## src/rtl/simmem_pkg.sv

```systemverilog
// Shared definitions for the simulated-memory DRAM timing engine.
// Holds the timing constants and bank geometry, the derived widths, the
// request bundle type and the per-bank slot state encoding.
package simmem_pkg;

  localparam int NumBanks          = 4;
  localparam int AddrWidth         = 16;
  localparam int RowBufferLenWidth = 8;
  localparam int IDWidth           = 4;
  localparam int RowHitCost        = 10;
  localparam int PrechargeCost     = 50;
  localparam int ActivationCost    = 45;
  localparam int MaxBurstLen       = 4;
  localparam bit ClosedPageDefault = 1'b0;

  localparam int BankIdxWidth = $clog2(NumBanks);
  localparam int RowWidth     = AddrWidth - RowBufferLenWidth - BankIdxWidth;
  localparam int CostWidth    =
    $clog2(PrechargeCost + ActivationCost + RowHitCost * MaxBurstLen + 1);

  typedef struct packed {
    logic                 is_write;
    logic [IDWidth-1:0]   id;
    logic [7:0]           len;
    logic [AddrWidth-1:0] addr;
  } dram_req_t;

  typedef enum logic [1:0] {
    IDLE = 2'd0,
    BUSY = 2'd1,
    DONE = 2'd2
  } slot_state_e;

endpackage

```

## src/rtl/simmem_dram_timing_engine_if.sv

```systemverilog
// Request / completion bundle of the DRAM timing engine.
//   req_*  : request channel (valid/ready), byte address, AXI burst length,
//            AXI ID and direction.
//   done_* : completion channel (valid/ready), ID, direction and bank.
// master drives requests and accepts completions; slave is the engine.
interface simmem_dram_timing_engine_if;
  import simmem_pkg::*;

  logic                    req_valid_i;
  logic                    req_ready_o;
  logic [AddrWidth-1:0]    req_addr_i;
  logic [7:0]              req_len_i;
  logic [IDWidth-1:0]      req_id_i;
  logic                    req_is_write_i;
  logic                    done_valid_o;
  logic                    done_ready_i;
  logic [IDWidth-1:0]      done_id_o;
  logic                    done_is_write_o;
  logic [BankIdxWidth-1:0] done_bank_o;

  modport master (
    output req_valid_i, req_addr_i, req_len_i, req_id_i, req_is_write_i,
    output done_ready_i,
    input  req_ready_o, done_valid_o, done_id_o, done_is_write_o, done_bank_o
  );

  modport slave (
    input  req_valid_i, req_addr_i, req_len_i, req_id_i, req_is_write_i,
    input  done_ready_i,
    output req_ready_o, done_valid_o, done_id_o, done_is_write_o, done_bank_o
  );

endinterface

```

## src/rtl/simmem_dram_bank.sv

```systemverilog
// One DRAM bank: row-buffer state, access-cost calculation and the slot
// that holds an accepted request until its cost has elapsed.
//   clk_i, rst_i   : clock, synchronous active-high reset
//   accept_i       : request handshake targeting this bank (only while idle)
//   row_i, len_i   : decoded row and AXI burst length of that request
//   id_i, is_write_i : request tag and direction, latched on accept
//   release_i      : completion handshake for this bank
//   idle_o, done_o : slot state flags
//   id_o, is_write_o : tag and direction of the held request
module simmem_dram_bank
  import simmem_pkg::*;
#(
  parameter bit ClosedPage = ClosedPageDefault
) (
  input  logic                clk_i,
  input  logic                rst_i,
  input  logic                accept_i,
  input  logic [RowWidth-1:0] row_i,
  input  logic [7:0]          len_i,
  input  logic [IDWidth-1:0]  id_i,
  input  logic                is_write_i,
  input  logic                release_i,
  output logic                idle_o,
  output logic                done_o,
  output logic [IDWidth-1:0]  id_o,
  output logic                is_write_o
);

  slot_state_e          state_q, state_d;
  logic [CostWidth-1:0] cnt_q, cnt_d;
  logic [CostWidth-1:0] cost;
  logic [8:0]           beats;
  logic                 open_q;
  logic [RowWidth-1:0]  row_q;
  logic [IDWidth-1:0]   id_q;
  logic                 wr_q;

  // Beat count saturates at MaxBurstLen; 9 bits so len 255 cannot wrap to 0.
  function automatic logic [8:0] clamp_beats(input logic [7:0] len);
    logic [8:0] b;
    b = {1'b0, len} + 9'd1;
    if (b > 9'(MaxBurstLen)) b = 9'(MaxBurstLen);
    return b;
  endfunction

  assign beats = clamp_beats(len_i);

  always_comb begin
    cost = CostWidth'(RowHitCost) * CostWidth'(beats);
    if (!open_q)
      cost = cost + CostWidth'(ActivationCost);
    else if (row_q != row_i)
      cost = cost + CostWidth'(PrechargeCost + ActivationCost);
  end

  // The counter is loaded with the cost in the accept cycle; leaving BUSY as
  // it steps from 2 to 1 puts the slot in DONE exactly cost cycles later.
  always_comb begin
    state_d = state_q;
    cnt_d   = cnt_q;
    unique case (state_q)
      IDLE: if (accept_i) begin
        state_d = BUSY;
        cnt_d   = cost;
      end
      BUSY: begin
        cnt_d = cnt_q - CostWidth'(1);
        if (cnt_q == CostWidth'(2)) state_d = DONE;
      end
      DONE: if (release_i) state_d = IDLE;
      default: state_d = IDLE;
    endcase
  end

  always_ff @(posedge clk_i) begin
    if (rst_i) begin
      state_q <= IDLE;
      cnt_q   <= '0;
      open_q  <= 1'b0;
    end else begin
      state_q <= state_d;
      cnt_q   <= cnt_d;
      if (accept_i && !ClosedPage) open_q <= 1'b1;
    end
  end

  // Payload registers carry no reset; they are only read while the slot
  // or open flag says they are meaningful.
  always_ff @(posedge clk_i) begin
    if (accept_i) begin
      id_q <= id_i;
      wr_q <= is_write_i;
      if (!ClosedPage) row_q <= row_i;
    end
  end

  assign idle_o     = (state_q == IDLE);
  assign done_o     = (state_q == DONE);
  assign id_o       = id_q;
  assign is_write_o = wr_q;

endmodule

```

## src/rtl/simmem_dram_timing_engine.sv

```systemverilog
// Multi-bank DRAM latency model. Decodes bank and row from each request,
// hands it to that bank's slot, and emits one completion per finished
// request through a round-robin arbiter whose grant is held until taken.
//   clk_i, rst_i : clock, synchronous active-high reset
//   bus (slave)  : request channel in, completion channel out
// ClosedPage = 1 auto-precharges after every access.
module simmem_dram_timing_engine
  import simmem_pkg::*;
#(
  parameter bit ClosedPage = ClosedPageDefault
) (
  input logic                        clk_i,
  input logic                        rst_i,
  simmem_dram_timing_engine_if.slave bus
);

  dram_req_t               req;
  logic [BankIdxWidth-1:0] req_bank;
  logic [RowWidth-1:0]     req_row;
  logic                    accept;
  logic                    unused_column;

  logic [NumBanks-1:0]     idle;
  logic [NumBanks-1:0]     done;
  logic [IDWidth-1:0]      ids [NumBanks];
  logic                    wrs [NumBanks];

  logic [BankIdxWidth-1:0] ptr_q;
  logic                    lock_q;
  logic [BankIdxWidth-1:0] lock_idx_q;
  logic [BankIdxWidth-1:0] pick;
  logic [BankIdxWidth-1:0] idx;
  logic                    found;
  logic [BankIdxWidth-1:0] grant;
  logic                    done_valid;
  logic                    hs;

  assign req = '{is_write: bus.req_is_write_i, id: bus.req_id_i,
                 len: bus.req_len_i, addr: bus.req_addr_i};

  assign req_bank      = req.addr[RowBufferLenWidth +: BankIdxWidth];
  assign req_row       = req.addr[AddrWidth-1 -: RowWidth];
  assign unused_column = ^req.addr[RowBufferLenWidth-1:0];

  // Ready reflects only the current slot state, so a slot completing this
  // cycle is not refilled until the next one.
  assign bus.req_ready_o = idle[req_bank];
  assign accept          = bus.req_valid_i & bus.req_ready_o;

  for (genvar b = 0; b < NumBanks; b++) begin : g_bank
    simmem_dram_bank #(.ClosedPage(ClosedPage)) u_bank (
      .clk_i      (clk_i),
      .rst_i      (rst_i),
      .accept_i   (accept && (req_bank == BankIdxWidth'(b))),
      .row_i      (req_row),
      .len_i      (req.len),
      .id_i       (req.id),
      .is_write_i (req.is_write),
      .release_i  (hs && (grant == BankIdxWidth'(b))),
      .idle_o     (idle[b]),
      .done_o     (done[b]),
      .id_o       (ids[b]),
      .is_write_o (wrs[b])
    );
  end

  // First DONE slot at or after the pointer, wrapping (NumBanks is a power
  // of two, so the index addition wraps naturally).
  always_comb begin
    pick  = ptr_q;
    found = 1'b0;
    idx   = ptr_q;
    for (int k = 0; k < NumBanks; k++) begin
      idx = ptr_q + BankIdxWidth'(k);
      if (!found && done[idx]) begin
        pick  = idx;
        found = 1'b1;
      end
    end
  end

  // A locked grant keeps the completion stable while the consumer stalls;
  // done_valid never looks at done_ready.
  assign grant      = lock_q ? lock_idx_q : pick;
  assign done_valid = lock_q | found;
  assign hs         = done_valid & bus.done_ready_i;

  always_ff @(posedge clk_i) begin
    if (rst_i) begin
      ptr_q      <= '0;
      lock_q     <= 1'b0;
      lock_idx_q <= '0;
    end else if (hs) begin
      ptr_q  <= grant + BankIdxWidth'(1);
      lock_q <= 1'b0;
    end else if (done_valid) begin
      lock_q     <= 1'b1;
      lock_idx_q <= grant;
    end
  end

  assign bus.done_valid_o    = done_valid;
  assign bus.done_id_o       = ids[grant];
  assign bus.done_is_write_o = wrs[grant];
  assign bus.done_bank_o     = grant;

endmodule

```

## src/flat_wrapper.sv

```systemverilog
// flat-port wrapper written by rule: the top's interface ports become plain ports
module simmem_dram_timing_engine_flat import simmem_pkg::*;
#(
  parameter bit ClosedPage = ClosedPageDefault
)
  (clk_i, rst_i, bus_req_valid_i, bus_req_addr_i, bus_req_len_i, bus_req_id_i, bus_req_is_write_i, bus_done_ready_i, bus_req_ready_o, bus_done_valid_o, bus_done_id_o, bus_done_is_write_o, bus_done_bank_o);
  simmem_dram_timing_engine_if bus_i ();
  input logic clk_i;
  input logic rst_i;
  input wire logic [$bits(bus_i.req_valid_i)-1:0] bus_req_valid_i;
  input wire logic [$bits(bus_i.req_addr_i)-1:0] bus_req_addr_i;
  input wire logic [$bits(bus_i.req_len_i)-1:0] bus_req_len_i;
  input wire logic [$bits(bus_i.req_id_i)-1:0] bus_req_id_i;
  input wire logic [$bits(bus_i.req_is_write_i)-1:0] bus_req_is_write_i;
  input wire logic [$bits(bus_i.done_ready_i)-1:0] bus_done_ready_i;
  output wire logic [$bits(bus_i.req_ready_o)-1:0] bus_req_ready_o;
  output wire logic [$bits(bus_i.done_valid_o)-1:0] bus_done_valid_o;
  output wire logic [$bits(bus_i.done_id_o)-1:0] bus_done_id_o;
  output wire logic [$bits(bus_i.done_is_write_o)-1:0] bus_done_is_write_o;
  output wire logic [$bits(bus_i.done_bank_o)-1:0] bus_done_bank_o;
  assign bus_i.req_valid_i = bus_req_valid_i;
  assign bus_i.req_addr_i = bus_req_addr_i;
  assign bus_i.req_len_i = bus_req_len_i;
  assign bus_i.req_id_i = bus_req_id_i;
  assign bus_i.req_is_write_i = bus_req_is_write_i;
  assign bus_i.done_ready_i = bus_done_ready_i;
  assign bus_req_ready_o = bus_i.req_ready_o;
  assign bus_done_valid_o = bus_i.done_valid_o;
  assign bus_done_id_o = bus_i.done_id_o;
  assign bus_done_is_write_o = bus_i.done_is_write_o;
  assign bus_done_bank_o = bus_i.done_bank_o;
  simmem_dram_timing_engine #(.ClosedPage(ClosedPage)) u_core (.clk_i(clk_i), .rst_i(rst_i), .bus(bus_i));
endmodule
```

## config.mk

```make
export PLATFORM = sky130hd
export DESIGN_NAME = simmem_dram_timing_engine_flat
export DESIGN_NICKNAME = d
export VERILOG_FILES = /design/src/rtl/simmem_pkg.sv /design/src/rtl/simmem_dram_timing_engine_if.sv /design/src/rtl/simmem_dram_bank.sv /design/src/rtl/simmem_dram_timing_engine.sv /design/src/flat_wrapper.sv
export SDC_FILE = /design/constraint.sdc
export NUM_CORES = 1
export LEC_CHECK = 0
export ABC_AREA = 1
export CORE_MARGIN = 8
export CORE_UTILIZATION = 50
export CTS_CLUSTER_DIAMETER = 200
export DETAILED_ROUTE_END_ITERATION = 6
export PLACE_DENSITY = 0.71
export SLEW_MARGIN = 30
export SYNTH_ARGS = -nofsm -noshare
export SYNTH_HDL_FRONTEND = slang
export SYNTH_SLANG_ARGS = --single-unit
```

## constraint.sdc

```tcl
create_clock -name clk_i -period 3.6 [get_ports clk_i]
set_input_delay 0.9 -clock clk_i [delete_from_list [all_inputs] [get_ports clk_i]]
set_output_delay 0.9 -clock clk_i [all_outputs]
set_load 0.1 [all_outputs]
```

==> results of run 1 <==
[synth_stat cells (4+ instances only)]
cell type  count  share of area
nand4_1       10          0.010
a21oi_1       64          0.052
dfxtp_1       49           0.16
nand2_1      247           0.15
nor3_1         7         0.0057
xnor2_1        8          0.011
nand2_2        7         0.0071
ha_1          23          0.047
inv_1        103          0.063
inv_2          5         0.0031
xor2_1        25          0.036
o21ai_0       60          0.049
nor2_1        80          0.049
nand3_1       73          0.059
o21a_1         4         0.0049
buf_2          4         0.0033
edfxtp_1      44           0.22
nor2_2         4         0.0041
o21ai_1        4         0.0033
nand3_2        4         0.0065
clkbuf_1       9         0.0055
[per-stage QoR]
step	util	cell area [um2]
2_1_floorplan	-	6160
3_3_place_gp	0.580	6970
3_5_place_dp	0.580	6970
4_1_cts	0.612	7350
5_1_grt	0.625	7510
6_report	0.625	7510
[final cells by class]
class | count | area, um2
Inverter | 110 | 418
Clock inverter | 6 | 71.3
Tap cell | 147 | 184
Sequential cell | 93 | 2300
Multi-Input combinational cell | 655 | 3540
Clock buffer | 10 | 239
Fill cell | 1097 | 4510
Timing Repair Buffer | 79 | 749
[power breakdown]
| group | internal [mW] | switching [mW] |
|---|---|---|
| Clock | 0.564 | 0.419 |
| Combinational | 0.784 | 1.61 |
| Sequential | 1.19 | 0.0714 |
[routing by layer]
metal | vias to the layer above | track usage | part of all wire
li1 | 3000 | - | -
met1 | 2656 | 0.248 | 0.45
met2 | 177 | 0.315 | 0.46
met3 | 44 | 0.0323 | 0.057
met4 | 0 | 0.0889 | 0.034
met5 | - | 0 | 0
[timing repair]
action	in CTS	in global routing
setup buffers	1	2
setup endpoints to repair	12	19
gates resized for setup	33	47
pin swaps	16	28
endpoints found under the hold margin	0	0
hold buffers	0	0
[cells by family (layout without fill, tap and decap cells)]
kind of cell / Yosys count / count (layout) / synth area share
fa+ha+maj: 24 / 24 / 0.0501
simple gates: 447 / 447 / 0.314
other cells: 1 / 4 / 0.000611
flops: 93 / 93 / 0.375
buf+inv: 129 / 205 / 0.0845
compound gates: 147 / 147 / 0.129
xor+xnor: 33 / 33 / 0.0471
[registers in the layout, indices dropped and copies added, names as in the netlist]
name / flops
u_core.lock_idx_q: 2
u_core.g_bank.u_bank.is_write_o: 4
u_core.lock_q: 1
u_core.ptr_q: 2
u_core.g_bank.u_bank.cnt_q: 32
u_core.g_bank.u_bank.row_q: 24
u_core.g_bank.u_bank.open_q: 4
u_core.g_bank.u_bank.state_q: 8
u_core.g_bank.u_bank.id_o: 16
[worst max-delay path: stages]
cell	delay (ps)
buf_6	90
ha_4	140
nand2_4	50
inv_4	60
nand2_2	50
xor2_1	140
a211oi_1	180
nand4_1	160
ha_2	230
ha_4	160
fa_2	680
inv_2	90
nor3_4	180
nand3_2	110
nand3_4	130
nand3_1	90
nand2_1	80
nand2_1	60
a21oi_2	100
[placed cells by master (no fill, tap or decap), drive strengths merged, types with 2 or more instances in the layout]
master         synthesis  layout
o21a                   4       4
xor2                  25      25
nor3                   7       7
nand4                 11      11
edfxtp                44      44
a41oi                  2       2
o22ai                  3       3
clkbuf                10      13
dfxtp                 49      49
xnor2                  8       8
a21oi                 65      65
nand2                257     257
ha                    23      23
conb                   1       4
clkinv                 1       5
inv                  109     110
o21bai                 2       2
dlymetal6s2s           0       2
o211ai                 2       2
nor2                  85      85
clkdlybuf4s50          0      16
o31ai                  2       2
nor4                   2       2
buf                    9      57
o21ai                 64      64
nand3b                 3       3
nand3                 77      77
[worst paths after layout]
check	depth (start not counted)	start	end	slack, ps
setup / recovery	19	bus_req_len_i[0]	u_core.g_bank[1].u_bank.cnt_q[6]	170
setup reg to reg	16	u_core.ptr_q[0]	u_core.g_bank[2].u_bank.state_q[1]	1220
hold reg to reg	2	u_core.g_bank[1].u_bank.cnt_q[7]	u_core.g_bank[1].u_bank.cnt_q[7]	500
hold / removal	2	u_core.g_bank[1].u_bank.cnt_q[7]	u_core.g_bank[1].u_bank.cnt_q[7]	500
==> impl_results.md, run 1 <==
- Worst Path Required: 3870 ps
- Skew final: 9.06 ps
- Worst hold path type: register to register
- Die Y: 127 um
- Synth warn: 0
- Fin crit share: 0.953
- Area grow syn2layout: 22.2%
- Layout cells sized above 1: 0.151
- Vias in the first global route: 5455
- PortBufs: 33
- Final worst slack: 169 ps
- Setup tns final: 0 ps
- Final WL: 15200 um
- CP arrival: 3700 ps
- Final Max Tran Viols: 0
- CP Class: input port to register
- Hold Violations, Final: 0
- Outcome: finished, final reports clean
- Initial antenna violation count: 0
- Main flop type after synthesis: dfxtp_1
- Final Non-Filler Cells: 1100
- Clock-pin slew on the worst setup and hold paths: 70 ps
- First-pass GRT wire length: 25700 um
- RSZ-0062 raised after global routing: yes
- DRT Pass-1 Iters: 5
- Worst vdd ir: 0.444 mV
- Max Clk Rate: 291 MHz
- # rows: 40
- Post-synthesis sequential area ratio: 0.375
- Gate Count Post-Synth: 874
- Worst Setup End Kind: register
- Syn avg cell area: 7.03 um2
- Worst slew margin: 0.382
- Largest fanout on the critical path: 7
- Startpoint Class: input port
- Final min period: 3430 ps
- Vias after detailed routing: 5877
- DR WL/cell: 13.9 um
- Drt via density: 5.34
- DR DRC count: 0
- Max clock buf depth: 2
- I/O pins: 42
- Remaining Overflow, GRT: 0
- First DRT Iteration DRCs: 510
- CTS Buf Count: 9
- Worst hold slack: 502 ps
- Pwr/cell area: 618 mW/mm2
- DIE AREA: 0.0161 mm2
- Post-route ant nets: 0
- Die Width: 127 um
- Initial core utilization: 0.511
- Total track usage: 0.194
- Core Region: 0.0120 mm2
- Max cap viols: 0
- Largest net degree at the start of global routing: 31
- Clk root buf: clkbuf_16
- Worst Max-Slew Pin Slew: 926 ps
- Count of cell types in the netlist: 47
- DP HPWL: 11000 um
- Async set-reset flop share out of synthesis: 0
- Post-Place Cells: 1081
- Post-Syn Area: 0.00614 mm2
- Setup Viol. Count Final: 0
- Leakage: 3.49 nW
- TritonCTS clock tree: built
- NumNets Final: 1005
- Clock Sinks: 93
- H-Tree Level Count: 3
- Antenna diode count: 0
- Flops & latches, synth: 93
- Placer Congestion: 0.952
- Number of synthesized flops with an enable pin: 44
- Latest clock arrival within the worst-skew pair: 340 ps
- Power Total: 4.64 mW
- Pre-CTS WS: -817 ps
No activity file was read; power rests on OpenSTA's default activity.
==> inputs of run 2 (changes only) <==
--- a/config.mk
+++ b/config.mk
@@ -10,8 +10,10 @@
 export CORE_UTILIZATION = 50
 export CTS_CLUSTER_DIAMETER = 200
 export DETAILED_ROUTE_END_ITERATION = 6
-export PLACE_DENSITY = 0.71
+export PLACE_DENSITY = 0.7
 export SLEW_MARGIN = 30
 export SYNTH_ARGS = -nofsm -noshare
 export SYNTH_HDL_FRONTEND = slang
+export SYNTH_HIERARCHICAL = 1
 export SYNTH_SLANG_ARGS = --single-unit
+export TNS_END_PERCENT = 100
==> constraint.sdc (replaced) <==
create_clock -name clk_i -period 3.6 [get_ports clk_i]
set_input_delay 0.9 -clock clk_i [delete_from_list [all_inputs] [get_ports clk_i]]
set_output_delay 0.9 -clock clk_i [all_outputs]
set_load 0.02 [all_outputs]
==> run 2 against run 1 <==
  * Design area rose by 44%
  * Via count rose by 43%
  * Highest routed layer unchanged
  * Routed wire length grew 35%
  * Largest cell class unchanged
  * Final cell count rose by 51%
  * Clock skew grew 0.51 ps
  * Largest power group is now sequential cells
  * Sequential cell count unchanged
  * Synthesized area up 32%
  * Clock-buffer cell count unchanged
  * Sequential power decreased by 5%
  * Fmax fell by 3.6%
==> impl_results.md, run 2 <==
- Power Total: 3.27 mW
- Setup Viol. Count Final: 0
- Layout cells sized above 1: 0.259
- Reg2reg start: u_core/g_bank[2].u_bank/state_q[1]
- Hold path start: u_core/g_bank[2].u_bank/cnt_q[2]
- Post-route ant nets: 0
- Async set-reset flop share out of synthesis: 0
- Commonest non-fill, non-tap cell in the layout: nand2_1
- CTS Buf Count: 9
- Initial core utilization: 0.511
- # rows: 46
- Outcome: finished, final reports clean
- Hold depth: 2
- Crit path cell chain: buf_12 -> buf_8 -> buf_4 -> buf_4 -> nand4_1 -> nand2_2 -> nor3_2 -> nand4_1 -> buf_4 -> ha_4 -> fa_1 -> inv_2 -> buf_4 -> buf_4 -> o21ai_2 -> nand2_1 -> nand2_1 -> nand2_1 -> nand3_1 -> nand2_1 -> a21oi_2
- Final Max Tran Viols: 0
- NumNets Final: 1534
- Top reg by flops: u_core/g_bank.u_bank/cnt_q
- Worst slew margin: 0.587
- R2r endpoint: u_core/g_bank[0].u_bank/cnt_q[2]
- Drt via density: 5.04
- Pre-CTS WS: -800 ps
- Final Non-Filler Cells: 1666
- Total track usage: 0.199
- Clk root buf: clkbuf_16
- Flops & latches, synth: 93
- Synth warn: 6
- Largest fanout on the critical path: 7
- CP Class: input port to register
- DR WL/cell: 12.3 um
- Worst Path Required: 3880 ps
- DRT Pass-1 Iters: 5
- Leakage: 5.39 nW
- Combined area of the multi-input logic cells: 0.00540 mm2
- First-pass GRT wire length: 34200 um
- Cell repeated most along the worst path: buf_4
- Die Y: 143 um
- Max cap viols: 0
- Antenna diode count: 0
- Remaining Overflow, GRT: 0
- R2r setup slk: 1310 ps
- Synth top area cells: edfxtp_1 16%, nand2_1 15%, dfxtp_1 12%
- Hold Violations, Final: 0
- Final WL: 20500 um
- Vias after detailed routing: 8391
- Worst vdd ir: 0.365 mV
- Final worst slack: 39.9 ps
- Final min period: 3560 ps
- R2R cell count: 15
- TritonCTS clock tree: built
- DIE AREA: 0.0205 mm2
- RSZ-0062 raised after global routing: yes
- Count of cell types in the netlist: 42
- Post-Place Cells: 1621
- Setup tns final: 0 ps
- Hold_buf cts: 0
- Pwr/cell area: 302 mW/mm2
- Largest net degree at the start of global routing: 18
- Syn avg cell area: 6.63 um2
- Most frequent cells in the layout: 312 x nand2_1, 178 x inv_1, 174 x buf_4
- Max Clk Rate: 281 MHz
- Fin crit share: 0.989
- Die Width: 143 um
- Worst Setup End Kind: register
- Initial antenna violation count: 0
- I/O pins: 42
- Clock-pin slew on the worst setup and hold paths: 60 ps
- Latest clock arrival within the worst-skew pair: 340 ps
- Post-Syn Area: 0.00809 mm2
- Main flop type after synthesis: dfxtp_1
- Hold-critical path endpoint: u_core/g_bank[2].u_bank/cnt_q[2]
- Post-synthesis sequential area ratio: 0.285
- Gate Count Post-Synth: 1221
- # fillers: 1300
- H-Tree Level Count: 3
- Skew final: 9.57 ps
- Slowest-stage cell, CP: fa_1
- Number of synthesized flops with an enable pin: 44
- CP arrival: 3840 ps
- Synth top area share: 0.163
- Synth top cells by count: 328 x nand2_1, 191 x inv_1, 118 x nor2_1, 113 x nand3_1, 58 x o21ai_0
- Clock Sinks: 93
- Startpoint Class: input port
- Most frequent cell after synthesis: nand2_1
- First DRT Iteration DRCs: 439
- CP peak stage delay: 570 ps
- Placer Congestion: 0.905
- Worst Max-Slew Pin Slew: 618 ps
- Register Area: 0.00230 mm2
- PortBufs: 33
- Max clock buf depth: 2
- Vias in the first global route: 7977
- DP HPWL: 15200 um
- Post-synthesis cell type with the largest combined area: edfxtp_1
- Max reg flops: 32
- Core Region: 0.0158 mm2
- DR DRC count: 0
- Area grow syn2layout: 33.8%
- Worst hold path type: register to register
-- run 2: cell count changes in the layout (fill, tap and decap cells not counted), moves of 21 or more --
| cell | change |
|---|---|
| nand3_1 | +31 |
| buf_4 | +128 |
| nand2_1 | +72 |
| nand4_1 | +21 |
| inv_1 | +81 |
| nor2_1 | +31 |
-- run 2: repair_timing --
item                                    CTS  global route
endpoints found under the setup margin   18            15
resized for setup                        80            93
buffers inserted                         13            18
pin swaps                                32            64
-- run 2: kinds of logic (layout without fill, tap and decap cells) --
kind of cell             Yosys count  in the layout  synth area share
AO/OA/AOI/OAI                    144            144             0.101
XOR/XNOR                          35             35            0.0379
adder cells (fa/ha/maj)           56             56            0.0903
buffers and inverters            217            434             0.109
flip-flops                        93             93             0.285
other                              4             16           0.00186
AND/OR/NAND/NOR                  672            672             0.375
-- run 2: worst max-delay path, delay by kind of cell --
| family | cells | cell delay, ps |
|---|---|---|
| fa+ha+maj | 2 | 810 |
| simple gates | 9 | 920 |
| buf+inv | 8 | 1020 |
| compound gates | 2 | 170 |
-- run 2: stage by stage --
stage | util | hold slack (ps) | instance area [um2]
after floorplan | - | 457 | 8140
after global placement | 0.620 | 473 | 9810
after detailed placement | 0.620 | 476 | 9810
after CTS | 0.659 | 486 | 10400
after global routing | 0.684 | 503 | 10800
final | 0.684 | 482 | 10800
-- run 2: metal layers --
layer / track usage / routed length, um / share of wire / vias to the layer above
met1: 0.237 / 9160 / 0.45 / 3880
met5: 0 / 0 / 0 / -
met2: 0.370 / 10500 / 0.51 / 121
li1: - / - / - / 4372
met3: 0.0267 / 644 / 0.031 / 18
met4: 0.0414 / 193 / 0.0094 / 0
-- run 2: cell type report --
cell class,count,share of cell area
Tap cell,216,0.0250
Timing Repair Buffer,218,0.165
Clock inverter,6,0.00694
Multi-Input combinational cell,923,0.499
Inverter,200,0.0701
Sequential cell,93,0.213
Clock buffer,10,0.0212
-- run 2: how the worst max path moves through the flow --
stage,from,end,slack [ps]
CTS,bus_req_len_i[7],u_core/g_bank[3].u_bank/cnt_q[7],0.3
detailed placement,bus_req_len_i[1],u_core/g_bank[2].u_bank/cnt_q[7],-800
finish,bus_req_len_i[0],u_core/g_bank[1].u_bank/cnt_q[6],40
global placement,bus_req_len_i[0],u_core/g_bank[0].u_bank/cnt_q[7],-710
global route,bus_req_len_i[1],u_core/g_bank[3].u_bank/cnt_q[6],-160
floorplan,bus_req_len_i[0],u_core/g_bank[0].u_bank/cnt_q[7],100
-- run 2: report_power, final --
| part | switching, mW | total (mW) | leakage [nW] | internal [mW] |
|---|---|---|---|---|
| Clock | 0.417 | 0.969 | 0.151 | 0.552 |
| Sequential | 0.0390 | 1.20 | 0.800 | 1.16 |
| Combinational | 0.627 | 1.10 | 4.44 | 0.477 |
| Total | 1.08 | 3.27 | 5.39 | 2.19 |
==> inputs of run 3 (changes only) <==
--- a/config.mk
+++ b/config.mk
@@ -6,6 +6,7 @@
 export NUM_CORES = 1
 export LEC_CHECK = 0
 export ABC_AREA = 1
+export CAP_MARGIN = 20
 export CORE_MARGIN = 8
 export CORE_UTILIZATION = 50
 export CTS_CLUSTER_DIAMETER = 200
==> results of run 3 <==
Final layout, timing and power as in run 2 (identical DEF).
